$ cat src/rtl/audio_decimator.sv
// Sums decim_p signed samples and emits one averaged Q1.(width_out_p-1) sample.
// Ports: clk_i, reset_i (sync, active-high); in: data_i/valid_i/ready_o;
//        out: data_o/valid_o/ready_i. Optional macro: DECIM_ROUND_EN
//        (round half up with positive saturation; floor truncation otherwise).
module audio_decimator #(
    parameter int width_in_p  = 24,
    parameter int width_out_p = 12,
    parameter int decim_p     = 4
) (
    input  logic                   clk_i,
    input  logic                   reset_i,
    input  logic [width_in_p-1:0]  data_i,
    input  logic                   valid_i,
    output logic                   ready_o,
    output logic [width_out_p-1:0] data_o,
    output logic                   valid_o,
    input  logic                   ready_i
);
    localparam int L  = $clog2(decim_p);
    localparam int S  = L + width_in_p - width_out_p;
    localparam int AW = width_in_p + L;

    logic [L-1:0]             r_count;
    logic signed [AW-1:0]     r_acc;
    logic [width_out_p-1:0]   r_data;
    logic                     r_valid;

    logic                     w_last;
    logic                     w_first;
    logic                     w_accept;
    logic signed [AW-1:0]     w_ext;
    logic signed [AW-1:0]     w_sum;
    logic [width_out_p-1:0]   w_res;

    assign w_last  = (r_count == L'(decim_p - 1));
    assign w_first = (r_count == '0);

    // Only the group's last sample needs the output register, so mid-group
    // samples are accepted even while the output is stalled.
    assign ready_o  = !(w_last && r_valid && !ready_i);
    assign w_accept = valid_i && ready_o;

    assign w_ext = {{L{data_i[width_in_p-1]}}, data_i};
    assign w_sum = r_acc + w_ext;

`ifdef DECIM_ROUND_EN
    // One extra bit so the half-LSB adder cannot overflow on a
    // full-scale positive group.
    localparam int SH = (S > 0) ? (S - 1) : 0;
    localparam logic signed [AW:0] RND =
        (S > 0) ? ((AW + 1)'(1) <<< SH) : '0;
    localparam logic signed [AW:0] MAXV =
        (AW + 1)'((1 << (width_out_p - 1)) - 1);

    logic signed [AW:0] w_rsum;
    logic signed [AW:0] w_rshr;

    assign w_rsum = {w_sum[AW-1], w_sum} + RND;
    assign w_rshr = w_rsum >>> S;

    // Rounding can only push past the top; the negative end is exact.
    always_comb begin
        w_res = width_out_p'(w_rshr);
        if (w_rshr > MAXV) begin
            w_res = {1'b0, {(width_out_p - 1){1'b1}}};
        end
    end
`else
    assign w_res = width_out_p'(w_sum >>> S);
`endif

    always_ff @(posedge clk_i) begin
        if (reset_i) begin
            r_count <= '0;
            r_acc   <= '0;
            r_data  <= '0;
            r_valid <= 1'b0;
        end else begin
            if (w_accept) begin
                r_count <= w_last ? '0 : r_count + 1'b1;
                r_acc   <= w_first ? w_ext : w_sum;
            end
            // Reload wins over consume: no bubble when both happen.
            if (w_accept && w_last) begin
                r_data  <= w_res;
                r_valid <= 1'b1;
            end else if (r_valid && ready_i) begin
                r_valid <= 1'b0;
            end
        end
    end

    assign data_o  = r_data;
    assign valid_o = r_valid;
endmodule
$ cat config.mk
export PLATFORM = sky130hd
export DESIGN_NAME = audio_decimator
export DESIGN_NICKNAME = d
export VERILOG_FILES = /design/src/rtl/audio_decimator.sv
export SDC_FILE = /design/constraint.sdc
export NUM_CORES = 1
export LEC_CHECK = 0
export CAP_MARGIN = 20
export CORE_ASPECT_RATIO = 1.4
export CORE_MARGIN = 2
export CORE_UTILIZATION = 50
export DETAILED_ROUTE_END_ITERATION = 10
export PLACE_DENSITY = 0.84
export SLEW_MARGIN = 20
export SYNTH_ARGS = -nofsm -noshare
export SYNTH_HDL_FRONTEND = slang
export SYNTH_SLANG_ARGS = --single-unit
$ cat constraint.sdc
create_clock -name clk_i -period 2.7 [get_ports clk_i]
set_input_delay 0.27 -clock clk_i [delete_from_list [all_inputs] [get_ports clk_i]]
set_output_delay 0.27 -clock clk_i [all_outputs]
set_load 0.1 [all_outputs]
# Word-level counts from Yosys, hierarchy flattened
# Cells that the tools add are included.
op_classes:
  order_cmp: 0
  mux: 4
  add_sub_neg: 2
  mul: 0
  eq_ne: 1
  reduce_logical: 9
  n_bitwise: 0
  n_shift: 0
  div_mod_pow: 0
ops:
  columns: ["operator", "count"]
  rows:
  - ["adder 26 x 24 -> 26 bit", 1]
  - ["2-to-1 mux 26 bit", 1]
  - ["logical AND 1 bit", 5]
  - ["adder 2 x 1 -> 2 bit (second input constant)", 1]
  - ["== test 2 bit (second input constant)", 1]
  - ["logical NOT 1 bit", 2]
  - ["logical NOT 2 bit", 1]
  - ["2-to-1 mux 1 bit", 2]
  - ["2-to-1 mux 2 bit", 1]
  - ["nonzero test 2 bit", 1]
totals:
  in_bits: 28
  ff_bits: 41
  latchBits: 0
  memories: 0
  mem_bits_ro: 0
  out_inout_bits: 14
  word_cells: 20
  mem_bits_rw: 0

# Longest topological paths before layout
# Gate-level depths: netlist (run 1).
logic_depth:
  word_depth: 7
  ltp_mapped: 10
  depth_no_buf: 10

# Worst setup path after synthesis (run 1)
# No wires, ideal clock.
synth_timing:
  path_type: "register to register"
  from: "reg r_valid, in the netlist valid_o"
  to: "reg r_acc[18]"
  setup_slack_ps: -548
  required_ps: 2576
  path_stages_with_launch: 8
  synth_period_minus_slack_ps: 3248
  setup_time_ps: 124
  n_path_buf: 2
  arrival_ps: 3123
  path_cell_list: "dfxtp_1 -> nand3b_1 -> nand2_1 -> clkbuf_1 -> buf_1 -> nor3_1 -> a31oi_1 -> o21ai_0"
synth_between:
  elab_chain_len: 4
synth_rtl:
  columns: ["element", "line", "source"]
  rows:
  - ["from (decl)", "26", "logic r_valid;"]
  - ["from (signal assigned)", "77", "r_valid <= 1'b0;"]
  - ["from (signal assigned)", "86", "r_valid <= 1'b1;"]
  - ["from (signal assigned)", "88", "r_valid <= 1'b0;"]
  - ["logical AND 1 bit (2 in a row)", "40", "assign ready_o = !(w_last && r_valid && !ready_i);"]
  - ["logical NOT 1 bit", "40", null]
  - ["named net ready_o", "14", "output logic ready_o,"]
  - ["logical AND 1 bit", "41", "assign w_accept = valid_i && ready_o;"]
  - ["to (signal assigned)", "81", "r_acc <= w_first ? w_ext : w_sum;"]
  - ["to (decl)", "24", "logic signed [AW-1:0] r_acc;"]
# The timed path passes the listed nets, and every way through them passes these cells.
# A chain may end at the register's enable or synchronous reset.

# Worst setup path after layout (run 1)
layout_timing:
  from: "in data_i[11]"
  to: "reg r_acc[20]"
layout_between:
  elab_chain_len: 2
layout_rtl:
  columns: ["element", "line", "source"]
  rows:
  - ["from (decl)", "12", "input logic [width_in_p-1:0] data_i,"]
  - ["adder 26 x 24 -> 26 bit", "44", "assign w_sum = r_acc + w_ext;"]
  - ["2-to-1 mux 26 bit", "81", null]
# No other way between the ends.

==> results of run 1 <==
## cells in the mapped netlist (2+ instances only)
cell / n / share of area [%]
a2111o_1: 2 / 0.69
a211o_1: 2 / 0.53
a211oi_1: 9 / 2.1
a211oi_2: 5 / 1.9
a21o_1: 10 / 2.3
a21oi_1: 45 / 6.9
a22oi_1: 2 / 0.46
a311oi_1: 4 / 1.1
a31oi_1: 5 / 0.95
and2_1: 2 / 0.38
and3_1: 5 / 0.95
and4_1: 2 / 0.53
buf_1: 2 / 0.23
buf_2: 5 / 0.76
clkbuf_1: 17 / 1.9
dfxtp_1: 41 / 25
ha_1: 27 / 10
inv_1: 14 / 1.6
mux2_2: 2 / 0.69
mux2i_1: 5 / 1.5
nand2_1: 39 / 4.5
nand2b_1: 5 / 0.95
nand3_1: 16 / 2.4
nand4_1: 4 / 0.76
nor2_1: 38 / 4.3
nor2b_1: 4 / 0.76
nor3_1: 11 / 1.7
nor4_1: 3 / 0.57
o211a_1: 3 / 0.92
o211ai_1: 9 / 2.1
o21a_1: 5 / 1.1
o21ai_0: 33 / 5.0
o21ai_1: 3 / 0.46
or2_2: 2 / 0.38
or3_1: 3 / 0.57
xnor2_1: 9 / 2.4
xor2_1: 10 / 2.7
## repair_timing
item | in CTS | in global routing
endpoints found under the setup margin | 0 | 3
hold endpoints to repair | 0 | 0
resized for setup | 0 | 3
## worst max-delay path, delay by kind of cell
family / cells / cell delay (ps)
AO/OA/AOI/OAI: 5 / 1130
XOR/XNOR: 1 / 270
adder cells (fa/ha/maj): 1 / 410
buffers and inverters: 2 / 620
AND/OR/NAND/NOR: 1 / 50
## layout make-up
cell class                      count  area [sq um]  area share (%)
Clock buffer                        6          72.6            1.76
Clock inverter                      2          35.0           0.847
Inverter                           14          52.6            1.27
Multi-Input combinational cell    348          2330            56.3
Sequential cell                    41           825            19.9
Tap cell                           72          90.1            2.18
Timing Repair Buffer               87           733            17.7
## sequential cells by signal (all words and copies together) (netlist names)
name     flops
data_o      12
r_acc       26
r_count      2
valid_o      1
## metrics by stage
| step | worst slack [ps] | util [%] | power (mW) |
|---|---|---|---|
| final | 123 | 65.7 | 1.98 |
| after global routing | -12.9 | 65.7 | 2.09 |
| after CTS | 74.8 | 65.4 | 1.97 |
| after detailed placement | -142 | 63.7 | 1.47 |
| after global placement | -87.1 | 63.7 | 1.45 |
| after floorplan | 29.1 | - | 1.19 |
## worst paths after layout
check	from	end	slack, ps	depth (start not counted)
worst max-delay path	data_i[11]	r_acc[20]	120	10
worst min-delay path	data_o[10]	data_o[10]	460	2
worst max register to register	r_acc[0]	r_acc[16]	250	10
worst min register to register	data_o[10]	data_o[10]	460	2
## cell families after synthesis
| logic type | Yosys count |
|---|---|
| adder cells (fa/ha/maj) | 28 |
| multiplexers | 7 |
| AO/OA/AOI/OAI | 154 |
| XOR/XNOR | 19 |
| AND/OR/NAND/NOR | 140 |
| buffers and inverters | 38 |
| flip-flops | 41 |
## metal layers
| metal | global-route usage (%) | wire length [um] | up-vias |
|---|---|---|---|
| li1 | - | - | 1709 |
| met3 | 3.31 | 299 | 25 |
| met5 | 0 | 0 | - |
| met2 | 50.7 | 5000 | 102 |
| met4 | 12.5 | 302 | 0 |
| met1 | 29.2 | 3780 | 1665 |
## power by group
group	switching (mW)	leakage [nW]	total [mW]	internal (mW)
sequential	0.0246	0.338	0.669	0.645
combinational	0.451	1.41	0.813	0.362
clock	0.227	0.0552	0.502	0.275
total	0.703	1.80	1.98	1.28
==> results.sh, run 1 <==
export IMPL_muxShareOfSynthArea_pct=2.21
export IMPL_yosysWarnings=0
export IMPL_clock_latency_ps=300
export IMPL_synthAdderAreaFrac_pct=10.9
export IMPL_cp_required_ps=2880
export IMPL_drc=0
export IMPL_fin_crit_sh_pct=95.4
export IMPL_fin_cells=570
export IMPL_grt_ovfl_total=0
export IMPL_max_slew_margin_rel_pct=51.3
export IMPL_ys_seq_area_share_pct=25.0
export IMPL_ys_ff_latch=41
export IMPL_cts_buffer_depth=2
export IMPL_finalSetupTns_ps=0
export IMPL_antenna_left=0
export IMPL_synth_xor_area_share_pct=5.07
export IMPL_clock_root_buffer="clkbuf_8"
export IMPL_clock_skew_ps=10.9
export IMPL_most_common_layout_cells="buf_4, a21oi_1, dfxtp_1, nand2_1, nor2_1"
export IMPL_max_freq_mhz=388
export IMPL_num_vias=3501
export IMPL_synth_top_family_by_area="compound AO/OA/AOI/OAI gates"
export IMPL_tightest_slew_ps=729
export IMPL_arrival_ps=2760
export IMPL_synth_edff_count=0
export IMPL_n_fill_cell=542
export IMPL_period_needed_ps=2580
export IMPL_path_class="input port to register"
export IMPL_maxSlewViolCount=0
export IMPL_status="complete, no violations"
export IMPL_critPathMaxFanout=6
export IMPL_route_detailed_wl_per_inst_um=16.5
export IMPL_port_buffers=41
export IMPL_htree_levels=2
export IMPL_worst_ir_drop_vdd_v=0.000287
export IMPL_dp_cells=562
export IMPL_postPlaceCellArea_sq_um=4010
export IMPL_path_cells="clkdlybuf4s50_1 > ha_1 > a211oi_2 > o21ai_1 > a211oi_2 > buf_4 > nand2_1 > o21ai_0 > xor2_1 > o21ai_0"
export IMPL_postCtsSetupRepairBufs=0
export IMPL_antenna_found_initial=0
export IMPL_fin_hold_ws_ps=460
export IMPL_fp_row_count=34
export IMPL_cts_hold_buffers_added=0
export IMPL_gp_congestion=0.932
export IMPL_synth_fp_nets=483
export IMPL_dp_hpwl_mm=6.99
export IMPL_synth_compound_area_share_pct=31.9
export IMPL_min_path_type="register to register"
export IMPL_clk_pin_slew_ps=90
export IMPL_synthSimpleGateAreaFrac_pct=20.4
export IMPL_synth_area_sq_um=3280
export IMPL_endpoint_kind="register"
export IMPL_crit_path_start_kind="input port"
export IMPL_dieArea_sq_um=7230
export IMPL_core_area_sq_um=6300
export IMPL_rsz0062_at_grt="true"
export IMPL_cts_made_buffers=5
export IMPL_die_y_um=99.8
export IMPL_avgViaCountPerCell=6.14
export IMPL_cpPeakStageDelay_ps=440
export IMPL_cp_slowest_cell="clkdlybuf4s50_1"
export IMPL_die_w_um=72.4
export IMPL_layout_commonest_cell="buf_4"
export IMPL_setup_violations=0
export IMPL_syn_to_final_growth_pct=26.1
export IMPL_antenna_cells=0
export IMPL_synth_async_reset_ratio_pct=0
export IMPL_max_cap_viol_count=0
export IMPL_cts_sinks=41
export IMPL_syn_avg_cell_area_sq_um=7.68
export IMPL_grt_total_usage_pct=26.9
export IMPL_grt_pass1_wl_mm=15.8
export IMPL_p_leak_nw=1.80
export IMPL_ys_flop_type="dfxtp_1"
export IMPL_grt_pass1_vias=3500
export IMPL_hold_viol_final=0
export IMPL_drive_gt1_share_pct=17.9
export IMPL_cts_tree="done"
export IMPL_initial_core_util_pct=52.1
export IMPL_design_area_sq_um=4130
export IMPL_ios=42
export IMPL_grt_max_degree=33
export IMPL_dr_pass1_iters=5
export IMPL_postSynthCellCount=427
export IMPL_ys_types=61
export IMPL_drtIter0Drc=167
export IMPL_fin_nets=553
export IMPL_routed_wl_mm=9.38
export IMPL_p_per_area_nw_per_um2=480
No activity file was read; power rests on OpenSTA's default activity.
==> run 2: changes to the inputs <==
--- a/config.mk
+++ b/config.mk
@@ -5,7 +5,7 @@
 export SDC_FILE = /design/constraint.sdc
 export NUM_CORES = 1
 export LEC_CHECK = 0
-export CAP_MARGIN = 20
+export CAP_MARGIN = 5
 export CORE_ASPECT_RATIO = 1.4
 export CORE_MARGIN = 2
 export CORE_UTILIZATION = 50
==> results of run 2 <==
Final layout, timing and power as in run 1 (identical DEF).
